### src/rtl/uart_keyboard.sv
// uart_keyboard: 8N1 serial receiver feeding a small keycode FIFO.
// The head byte is presented as an Apple-style keycode {1'b1, ascii[6:0]},
// or 8'h00 when nothing is queued. A rising edge on keystrobe pops the head.
module uart_keyboard #(
    parameter int CLKS_PER_BIT = 16,
    parameter int FIFO_DEPTH   = 4
) (
    input  logic       clk,
    input  logic       reset,
    input  logic       rx,
    input  logic       keystrobe,
    output logic [7:0] keycode,
    output logic       overrun,
    output logic       frame_err
);

    localparam int AW = $clog2(FIFO_DEPTH);
    localparam int PW = AW + 1;
    localparam int CW = $clog2(CLKS_PER_BIT) + 1;

    localparam logic [CW-1:0] HALF_M1 = CW'(CLKS_PER_BIT / 2 - 1);
    localparam logic [CW-1:0] FULL_M1 = CW'(CLKS_PER_BIT - 1);
    localparam logic [CW-1:0] CNT_ONE = CW'(1);
    localparam logic [PW-1:0] PTR_ONE = PW'(1);

    localparam logic [2:0] ST_IDLE  = 3'd0;
    localparam logic [2:0] ST_START = 3'd1;
    localparam logic [2:0] ST_DATA  = 3'd2;
    localparam logic [2:0] ST_STOP  = 3'd3;
    localparam logic [2:0] ST_BREAK = 3'd4;

    logic          rx_meta_q, rx_meta_d;
    logic          rxs_q, rxs_d;
    logic [2:0]    state_q, state_d;
    logic [CW-1:0] cnt_q, cnt_d;
    logic [2:0]    bit_idx_q, bit_idx_d;
    logic [7:0]    shift_q, shift_d;
    logic          ks_q, ks_d;
    logic          overrun_q, overrun_d;
    logic          frame_err_q, frame_err_d;
    logic [PW-1:0] wr_ptr_q, wr_ptr_d;
    logic [PW-1:0] rd_ptr_q, rd_ptr_d;
    logic [7:0]    mem_q [FIFO_DEPTH];
    logic [7:0]    mem_d [FIFO_DEPTH];

    logic push_req;
    logic fe_req;
    logic fifo_empty;
    logic fifo_full;
    logic pop;
    logic push;

    // Two-stage synchronizer for the asynchronous serial line, idle-high.
    always_comb begin
        rx_meta_d = rx;
        rxs_d     = rx_meta_q;
    end

    // Receiver FSM: mid-bit sampling from the start-bit centre, LSB first.
    always_comb begin
        state_d   = state_q;
        cnt_d     = cnt_q;
        bit_idx_d = bit_idx_q;
        shift_d   = shift_q;
        push_req  = 1'b0;
        fe_req    = 1'b0;
        case (state_q)
            ST_IDLE: begin
                if (!rxs_q) begin
                    state_d = ST_START;
                    cnt_d   = '0;
                end
            end
            ST_START: begin
                if (cnt_q == HALF_M1) begin
                    if (!rxs_q) begin
                        state_d   = ST_DATA;
                        cnt_d     = '0;
                        bit_idx_d = 3'd0;
                    end else begin
                        state_d = ST_IDLE;
                    end
                end else begin
                    cnt_d = cnt_q + CNT_ONE;
                end
            end
            ST_DATA: begin
                if (cnt_q == FULL_M1) begin
                    cnt_d   = '0;
                    shift_d = {rxs_q, shift_q[7:1]};
                    if (bit_idx_q == 3'd7) begin
                        state_d = ST_STOP;
                    end else begin
                        bit_idx_d = bit_idx_q + 3'd1;
                    end
                end else begin
                    cnt_d = cnt_q + CNT_ONE;
                end
            end
            ST_STOP: begin
                if (cnt_q == FULL_M1) begin
                    cnt_d = '0;
                    if (rxs_q) begin
                        push_req = 1'b1;
                        state_d  = ST_IDLE;
                    end else begin
                        fe_req  = 1'b1;
                        state_d = ST_BREAK;
                    end
                end else begin
                    cnt_d = cnt_q + CNT_ONE;
                end
            end
            ST_BREAK: begin
                if (rxs_q) begin
                    state_d = ST_IDLE;
                end
            end
            default: begin
                state_d = ST_IDLE;
            end
        endcase
    end

    // FIFO status and push/pop arbitration; a pop frees the slot a full-FIFO push needs.
    always_comb begin
        fifo_empty = (wr_ptr_q == rd_ptr_q);
        fifo_full  = (wr_ptr_q[AW] != rd_ptr_q[AW]) &&
                     (wr_ptr_q[AW-1:0] == rd_ptr_q[AW-1:0]);
        pop        = keystrobe & ~ks_q & ~fifo_empty;
        push       = push_req & (~fifo_full | pop);
        overrun_d  = push_req & fifo_full & ~pop;
        frame_err_d = fe_req;
        ks_d       = keystrobe;
    end

    // FIFO storage and pointer updates.
    always_comb begin
        mem_d    = mem_q;
        wr_ptr_d = wr_ptr_q;
        rd_ptr_d = rd_ptr_q;
        if (push) begin
            mem_d[wr_ptr_q[AW-1:0]] = shift_q;
            wr_ptr_d = wr_ptr_q + PTR_ONE;
        end
        if (pop) begin
            rd_ptr_d = rd_ptr_q + PTR_ONE;
        end
    end

    // Keycode decoded purely from registered FIFO state.
    always_comb begin
        if (fifo_empty) begin
            keycode = 8'h00;
        end else begin
            keycode = {1'b1, mem_q[rd_ptr_q[AW-1:0]][6:0]};
        end
    end

    assign overrun   = overrun_q;
    assign frame_err = frame_err_q;

    // State registers; ks_q resets high so a strobe held through reset does not pop.
    always_ff @(posedge clk or negedge reset) begin
        if (!reset) begin
            rx_meta_q   <= 1'b1;
            rxs_q       <= 1'b1;
            state_q     <= ST_IDLE;
            cnt_q       <= '0;
            bit_idx_q   <= 3'd0;
            shift_q     <= 8'h00;
            ks_q        <= 1'b1;
            overrun_q   <= 1'b0;
            frame_err_q <= 1'b0;
            wr_ptr_q    <= '0;
            rd_ptr_q    <= '0;
            for (int i = 0; i < FIFO_DEPTH; i++) begin
                mem_q[i] <= 8'h00;
            end
        end else begin
            rx_meta_q   <= rx_meta_d;
            rxs_q       <= rxs_d;
            state_q     <= state_d;
            cnt_q       <= cnt_d;
            bit_idx_q   <= bit_idx_d;
            shift_q     <= shift_d;
            ks_q        <= ks_d;
            overrun_q   <= overrun_d;
            frame_err_q <= frame_err_d;
            wr_ptr_q    <= wr_ptr_d;
            rd_ptr_q    <= rd_ptr_d;
            for (int i = 0; i < FIFO_DEPTH; i++) begin
                mem_q[i] <= mem_d[i];
            end
        end
    end

endmodule

### config.mk
export PLATFORM = sky130hd
export DESIGN_NAME = uart_keyboard
export DESIGN_NICKNAME = d
export VERILOG_FILES = /design/src/rtl/uart_keyboard.sv
export SDC_FILE = /design/constraint.sdc
export NUM_CORES = 1
export LEC_CHECK = 0
export CORE_AREA = 2 2 72 74
export CTS_BUF_LIST = sky130_fd_sc_hd__clkbuf_8
export DETAILED_ROUTE_END_ITERATION = 8
export DIE_AREA = 0 0 74 76
export DONT_BUFFER_PORTS = 1
export GPL_ROUTABILITY_DRIVEN = 0
export GPL_TIMING_DRIVEN = 0
export PLACE_DENSITY_LB_ADDON = 0.12
export SETUP_SLACK_MARGIN = 0.1
export SYNTH_ARGS = -nofsm -noshare
export SYNTH_HDL_FRONTEND = slang
export SYNTH_SLANG_ARGS = --single-unit
### constraint.sdc
create_clock -name clk -period 2.1 [get_ports clk]
set_input_delay 0.21 -clock clk [delete_from_list [all_inputs] [get_ports clk]]
set_output_delay 0.21 -clock clk [all_outputs]
set_load 0.01 [all_outputs]
Yosys cells after proc, flatten, opt, wreduce, memory -nomap -nowiden
Index checks and enable logic that the tools add are counted.
- bits in writable memories: 0
- bits of input ports: 4
- register bits: 62
- bits in read-only memories: 0
- latch bits: 0
- output and inout port bits: 10
- logic and storage cells: 92
- memories: 0
- bitwise gates (word level): 12
- equality and inequality tests: 18
- shift operators: 0
- multiplexer cells: 31
- reductions and logical operators: 9
- magnitude comparators: 3
- div/mod/pow operators: 0
- multipliers: 0
- add/sub/neg operators: 4
- operator list (operator ; number):
    3-bit 2-to-1 mux ; 11
    32-bit bitwise mux ; 1
    8-bit binary-select mux with 2-bit select ; 1
    8-bit demux with 2-bit select ; 1
    8-bit 2-to-1 mux ; 2
    2-bit != test, second input constant ; 8
    5-bit 2-to-1 mux ; 3
    3-bit one-hot mux with 5 select lines ; 1
    5-bit one-hot mux with 3 select lines ; 1
    7-bit 2-to-1 mux ; 2
    3-bit by 1-bit adder with 3-bit output, second input constant ; 3
    3-bit by 2-bit == test with 1-bit output, second input constant ; 2
    3-bit == test, second input constant ; 2
    3-bit greater-or-equal comparator, second input constant ; 2
    1-bit 2-to-1 mux ; 6
    2-bit inverter with 3-bit output ; 2
    3-bit one-hot mux with 2 select lines ; 1
    6-bit AND reduction ; 1
    5-bit by 1-bit adder with 5-bit output, second input constant ; 1
    1-bit bitwise AND ; 5
    5-bit by 3-bit == test with 1-bit output, second input constant ; 1
    5-bit by 4-bit == test with 1-bit output, second input constant ; 1
    5-bit AND reduction ; 1
    1-bit inverter ; 4
    13 further kinds ; 14

Depth between registers and ports, before layout
Gate-level depths: netlist of the first run.
- depth after elaboration: 6
- depth in mapped cells: 6
- gate-level depth less buffers: 6

Least setup slack after synthesis of the first run
Ideal clock, no wire load.
- path kind: register to register
- start point: register rxs_q
- end point: register mem_q[0] (netlist bit)
- stages on the path, launching flop included: 7
- data required time: 1.975 ns
- clock period less this slack: 1.870 ns
- setup slack: 0.230 ns
- library setup time: 0.125 ns
- arrival: 1.745 ns
- buffers on the path: 2
- cell sequence: dfstp_2 clkbuf_2 and4b_1 clkbuf_1 nand3_1 nor2_2 mux2_2
- longest elaborated chain between the ends: 4
- RTL lines (element ; line ; source):
    from (decl) ; 33 ; logic rxs_q, rxs_d;
    from (signal assigned) ; 182 ; rxs_q <= rxs_d;
    1-bit 2-to-1 mux ; 103 ; if (rxs_q) begin
    1-bit 2-to-1 mux ; 101 ; if (cnt_q == FULL_M1) begin
    1-bit 2-to-1 mux ; 67 ; case (state_q)
    1-bit bitwise AND ; 131 ; push = push_req & (~fifo_full | pop);
    to (signal, indexed assignment) ; 193 ; mem_q[i] <= mem_d[i];
    to (decl) ; 43 ; logic [7:0] mem_q [FIFO_DEPTH];
Every way passes these cells.
A chain may end at the register's enable or synchronous reset.

Worst setup path in the final report of the first run
- start point: register rxs_q
- end point: register mem_q[2] (netlist bit)
The elaborated chain is that of the path after synthesis.

==> results.md, run 1 <==
- Outcome: completed
- Net Sw Frac: 0.313
- All-Layer GR Usage: 0.198
- Post-Synthesis Cells: 213
- Ranking of synthesized cells by area: dfrtp_1 (49%), mux2_2 (16%), ha_1 (4.0%), mux4_2 (3.2%), dfstp_2 (2.8%)
- Final Util: 0.672
- PwrDens: 1140 mW/mm2
- Ports: 14
- Chip Width: 74 um
- Grt ovf: 0
- Vias per inst: 5.62
- Worst Path Required: 2.31 ns
- Synth warnings: 0
- Chip height: 76 um
- Vias in the first global route: 1,750
- Num CTS Buffers: 9
- Pre-CTS WS: -0.120 ns
- CTS tree: built
- Slew HR: 0.652
- Placed cell area: 0.00289 mm2
- Post-synth top area cell: dfrtp_1
- Die area: 0.00562 mm2
- Synth top area share: 0.491
- DRT iter0 DRCs: 73
- Clock Path Buffers: 2
- Worst VDD drop: 0.730 mV
- Total Power: 0.00375 W
- Clock skew: 0.00999 ns
- Combinational Power Share: 0.299
- Root buffer cell: clkbuf_8
- Switch Pwr: 0.00117 W
- Post-Syn Area: 0.00280 mm2
- Sequential fraction of the synthesis area: 0.519
- DR pass1 iterations: 4
- Crit Path Max Fanout: 8
- Global-route wire length before repair: 8340 um
- Core area: 0.00491 mm2
- Fin area: 0.00330 mm2
- Setup TNS: 0 ns
- Worst-Margin Slew: 0.517 ns
- Initial antenna violation count: 0
- Cell row count: 26
- Worst-Skew Late Latency: 0.33 ns
- Via count: 1,719
- Critical path type: reg2reg
- Antenna diode count: 0
- Largest net degree at the start of global routing: 59
- DRT Wirelength: 4960 um
- TritonCTS sink count: 58
- Hold Path Class: reg2reg
- Avg WL per Cell: 16.2 um
- Number of synthesized register bits: 58
- Syn_area_per_cell: 13.2 um2
- Starting density of the core: 0.571
- Drc violations: 0
- Fin worst setup slack: 0.189 ns
- Crit. End Element: flop
- Pint: 0.00258 W
- Clock slew at reported path FFs: 0.07 ns
- Sequential power share: 0.369
- Slowest stage delay, CP: 0.51 ns
- Final slew viol count: 0
- Syn Nets: 226
- Fin crit share: 0.910
- Slowest cell on crit path: dfstp_2
- Final-report setup violation count: 0
- Leak pwr: 1.58 nW
- Cells along the critical path: clkbuf_4, and4b_1, buf_4, nand3_1, nor2_4, buf_12, mux2_2
- Syn-to-layout area delta: 17.9%
- Fin crit period: 1.91 ns
- PortBufs: 0
- Hold Fails Final Rpt: 0
- Share of cells above drive strength 1: 0.339
- H-tree depth: 3
- RSZ-0062 raised after global routing: no
- Clk pwr share: 0.332
- Max Cap Viol: 0
- CP Launch Type: flop
- CP arrival: 2.12 ns
- Detailed placer's ending HPWL: 3300 um
- FMAX: 0.523 GHz
- Routed Antenna Nets: 0
- Netlist cell types: 37
- Nets: 244
-- path summary, 6_finish.rpt --
path	depth (start not counted)	end	from	slack, ns
setup / recovery	7	mem_q[2]	rxs_q	0.19
hold / removal	0	rxs_q	rx_meta_q	0.36
setup reg to reg	7	mem_q[2]	rxs_q	0.19
hold reg to reg	0	rxs_q	rx_meta_q	0.36
max in group asynchronous	2	rx_meta_q	reset	1.41
min in group asynchronous	2	rd_ptr_q[0]	reset	0.40
-- power by group through the flow --
stage | combinational [W] | clock, W | sequential [W]
finish | 0.00112 | 0.00125 | 0.00138
detailed placement | 0.000971 | 0 | 0.00140
floorplan | 0.000795 | 0 | 0.00137
CTS | 0.00106 | 0.00127 | 0.00138
global placement | 0.000931 | 0 | 0.00139
global route | 0.00125 | 0.00132 | 0.00141
-- area by class of cell --
type / instances / area, um2
Buffer: 9 / 61.3
Clock buffer: 10 / 138
Clock inverter: 6 / 106
Fill cell: 348 / 1610
Inverter: 11 / 41.3
Multi-Input combinational cell: 135 / 1300
Sequential cell: 58 / 1460
Tap cell: 70 / 87.6
Timing Repair Buffer: 7 / 118
-- per-stage QoR --
| stage | hold slack (ns) | cells |
|---|---|---|
| 3_5_place_dp | -0.0843 | 283 |
| 2_1_floorplan | -0.0856 | 213 |
| 6_report | 0.357 | 306 |
| 5_1_grt | 0.365 | 306 |
| 4_1_cts | 0.355 | 305 |
| 3_3_place_gp | -0.0843 | 283 |
-- cells by family (layout without fill, tap and decap cells) --
group	count (synthesis)	in the layout	synth area share
DFF	58	58	0.519
AOI/OAI and AO/OA	19	19	0.0411
adders and majority gates	9	9	0.0402
and+or+nand+nor	50	50	0.113
buffers and inverters	20	43	0.0335
muxes	49	49	0.228
xor gates and xnor gates	8	8	0.0250
-- synthesized netlist by cell type --
library cell	count
dfrtp_1	55
mux2_2	39
inv_1	11
nor2b_1	10
ha_1	9
nand3_1	7
nor2_1	7
o21ai_0	7
xor2_1	6
a21oi_1	4
clkbuf_1	4
mux4_2	4
nand2_1	4
nor2_2	4
nor3_1	4
dfstp_2	3
mux2i_1	3
mux4_1	3
nand3b_1	3
a31oi_1	2
and3b_1	2
and4b_1	2
buf_2	2
buf_6	2
nor4_1	2
o22ai_1	2
xnor2_1	2
a211oi_1	1
a21o_1	1
a221o_1	1
a222oi_1	1
and3_1	1
clkbuf_2	1
nand2b_1	1
nor3b_4	1
nor4_4	1
nor4b_1	1
-- placed cells by master, fill, tap and decap left out, drive strengths merged --
cell type / netlist / final
nand3: 7 / 7
and4b: 2 / 2
nor4: 3 / 3
xnor2: 2 / 2
nand3b: 3 / 3
nand2b: 1 / 1
a21o: 1 / 1
bufinv: 0 / 3
clkinv: 0 / 1
xor2: 6 / 6
a31oi: 2 / 2
and3: 1 / 1
dfstp: 3 / 3
clkbuf: 5 / 15
a21oi: 4 / 4
dlygate4sd3: 0 / 3
and3b: 2 / 2
a221o: 1 / 1
ha: 9 / 9
mux2: 39 / 39
dfrtp: 55 / 55
o22ai: 2 / 2
a211oi: 1 / 1
mux4: 7 / 7
nor2b: 10 / 10
nor3: 4 / 4
a222oi: 1 / 1
nand2: 4 / 4
nor4b: 1 / 1
o21ai: 7 / 7
buf: 4 / 8
inv: 11 / 13
mux2i: 3 / 3
nor2: 11 / 11
nor3b: 1 / 1
-- registers in the layout, indices dropped and copies added, names as in the netlist --
signal,flops
ks_q,1
rx_meta_q,1
mem_q,28
shift_q,8
bit_idx_q,3
overrun,1
rd_ptr_q,3
frame_err,1
state_q,3
wr_ptr_q,3
cnt_q,5
rxs_q,1
-- critical path, delay by kind of cell (launching register included) --
family / cells / cell delay (ns)
buffers and inverters: 3 / 0.46
flip-flops: 1 / 0.51
multiplexers: 1 / 0.33
AND/OR/NAND/NOR: 3 / 0.48
-- metal layers --
layer  wire, um  part of all wire  global-route usage
met3        148             0.030              0.0384
met2       2560              0.52               0.303
met4         40            0.0081               0.105
met1       2210              0.45               0.263
met5          0                 0                   0
-- what timing repair did --
action                                  4_1_cts  5_1_grt
setup buffers                                 2        1
hold endpoints to repair                     60        0
pin swaps                                     2        1
gates resized for setup                       5        9
hold buffers                                  4        0
endpoints found under the setup margin       28       36
Power figures use the tool's default switching activity.
==> run 2: changes to the inputs <==
- CORE_AREA: 2 2 72 74 -> 2 2 76 78
- DIE_AREA: 0 0 74 76 -> 0 0 78 80
==> run 2 against run 1 <==
  * Non-clock buffer count rose by 3
  * Critical path depth fell by 1
  * Global-route usage fell by 0.051 points
  * Clock-buffer cell count rose by 2
  * Worst hold slack improved by 0.0033 ns
  * Critical path type unchanged
  * Largest power group unchanged
==> results.md, run 2 (synthesis gave the netlist of run 1 again) <==
- Outcome: completed
- Cells along the critical path: clkbuf_4, and4b_1, clkbuf_4, nand3_2, nor2_4, mux2_2
- RSZ-0062 raised after global routing: yes
- Hold Path Class: reg2reg
- Clock Path Buffers: 2
- Chip Width: 78 um
- Vias in the first global route: 1,754
- CP arrival: 2.18 ns
- Grt ovf: 0
- All-Layer GR Usage: 0.197
- Clock slew at reported path FFs: 0.06 ns
- Commonest non-fill, non-tap cells in the layout: dfrtp_1 (55), mux2_2 (36), inv_1 (12), clkbuf_8 (12), nor2b_1 (10)
- CTS tree: built
- Total Power: 0.00360 W
- Crit path buffers/inverters: 2
- Clock skew: 0.00368 ns
- PortBufs: 0
- Detailed placer's ending HPWL: 3470 um
- Vias per inst: 5.62
- Core area: 0.00541 mm2
- Slew HR: 0.635
- Fin crit share: 0.936
- Cell row count: 27
- Most common cell after layout, fill and taps aside: dfrtp_1
- Max Cap Viol: 0
- Worst Path Required: 2.32 ns
- Final slew viol count: 0
- Multi-input gate area: 0.00131 mm2
- Share of cells above drive strength 1: 0.349
- Fin area: 0.00329 mm2
- Placed cell area: 0.00289 mm2
- Leak pwr: 1.57 nW
- Slowest cell on crit path: dfstp_2
- Register area: 0.00146 mm2
- Most frequent CP cell: clkbuf_4
- DR pass1 iterations: 4
- Crit. End Element: flop
- H-tree depth: 3
- Syn-to-layout area delta: 17.3%
- Worst-Skew Late Latency: 0.33 ns
- Crit Path Max Fanout: 8
- FMAX: 0.509 GHz
- Global-route wire length before repair: 9010 um
- Largest Register: mem_q
- Chip height: 80 um
- PwrDens: 1090 mW/mm2
- Ports: 14
- TritonCTS sink count: 58
- Starting density of the core: 0.519
- CP top delay family: simple AND/OR/NAND/NOR gates
- Final-report setup violation count: 0
- Hold Fails Final Rpt: 0
- Worst-Margin Slew: 0.541 ns
- Via count: 1,741
- Slowest stage delay, CP: 0.51 ns
- Worst hold margin: 0.360 ns
- Top Registers: mem_q (28), shift_q (8), cnt_q (5)
- Die area: 0.00624 mm2
- CP Launch Type: flop
- Fin crit period: 1.97 ns
- Nets: 247
- DRT iter0 DRCs: 114
- Worst VDD drop: 0.563 mV
- DRT Wirelength: 5460 um
- Largest register FFs: 28
- Drc violations: 0
- Avg WL per Cell: 17.6 um
- Initial antenna violation count: 0
- Root buffer cell: clkbuf_8
- Largest net degree at the start of global routing: 59
- Fill cells: 422
- Antenna diode count: 0
- Final Util: 0.608
- Critical path type: reg2reg
- Num CTS Buffers: 9
- Routed Antenna Nets: 0
- Setup TNS: 0 ns
## run 2: cell count changes in the layout (fill, tap and decap cells not counted), moves of 2 or more
cell       before  now
mux2_2         39   36
mux2_4          0    3
clkbuf_8       10   12
bufinv_16       3    1
buf_4           1    4
## run 2: worst paths after layout
path	slack, ns	depth (start not counted)	endpoint	start
setup / recovery	0.13	6	mem_q[26]	rxs_q
hold / removal	0.36	0	rxs_q	rx_meta_q
setup reg to reg	0.13	6	mem_q[26]	rxs_q
hold reg to reg	0.36	0	rxs_q	rx_meta_q
max in group asynchronous	1.40	2	rxs_q	reset
min in group asynchronous	0.39	2	overrun	reset
## run 2: timing repair
action	4_1_cts	5_1_grt
endpoints found under the hold margin	60	0
hold buffers	4	0
gates resized for setup	6	11
setup endpoints to repair	36	43
buffers inserted	4	2
pin swaps	2	1
## run 2: final cells by class
class / instances / area share
flip-flops and latches: 58 / 0.443
multi-input cells: 135 / 0.398
clock buffers: 12 / 0.0502
repair buffers: 10 / 0.0388
well taps: 72 / 0.0274
plain buffers: 9 / 0.0187
inverters: 11 / 0.0126
clock inverters: 3 / 0.0118
## run 2: stage by stage
stage	setup slack [ns]	cells
floorplan	0.230	213
global placement	-0.0881	285
global route	0.0547	310
detailed placement	-0.129	285
CTS	0.116	308
finish	0.134	310
## run 2: power breakdown
part / internal [W] / leakage, nW / switching (W)
registers: 0.00126 / 0.773 / 0.000124
clock network: 0.000632 / 0.110 / 0.000422
logic: 0.000515 / 0.690 / 0.000649
## run 2: layer usage
| layer | GRT usage | vias up | part of all wire |
|---|---|---|---|
| li1 | - | 803 | - |
| met1 | 0.248 | 901 | 0.46 |
| met2 | 0.317 | 27 | 0.49 |
| met3 | 0.0577 | 10 | 0.035 |
| met4 | 0.0877 | 0 | 0.019 |
| met5 | 0 | - | 0 |
==> run 3: changes to the inputs <==
==> constraint.sdc (replaced) <==
create_clock -name clk -period 2.1 [get_ports clk]
set_input_delay 0.21 -clock clk [delete_from_list [all_inputs] [get_ports clk]]
set_output_delay 0.21 -clock clk [all_outputs]
set_load 0.005 [all_outputs]
==> results of run 3 <==
The final DEF is identical to that of run 2. Status: completed.
Main changes from that run: total power 0.00360 W -> 0.00359 W
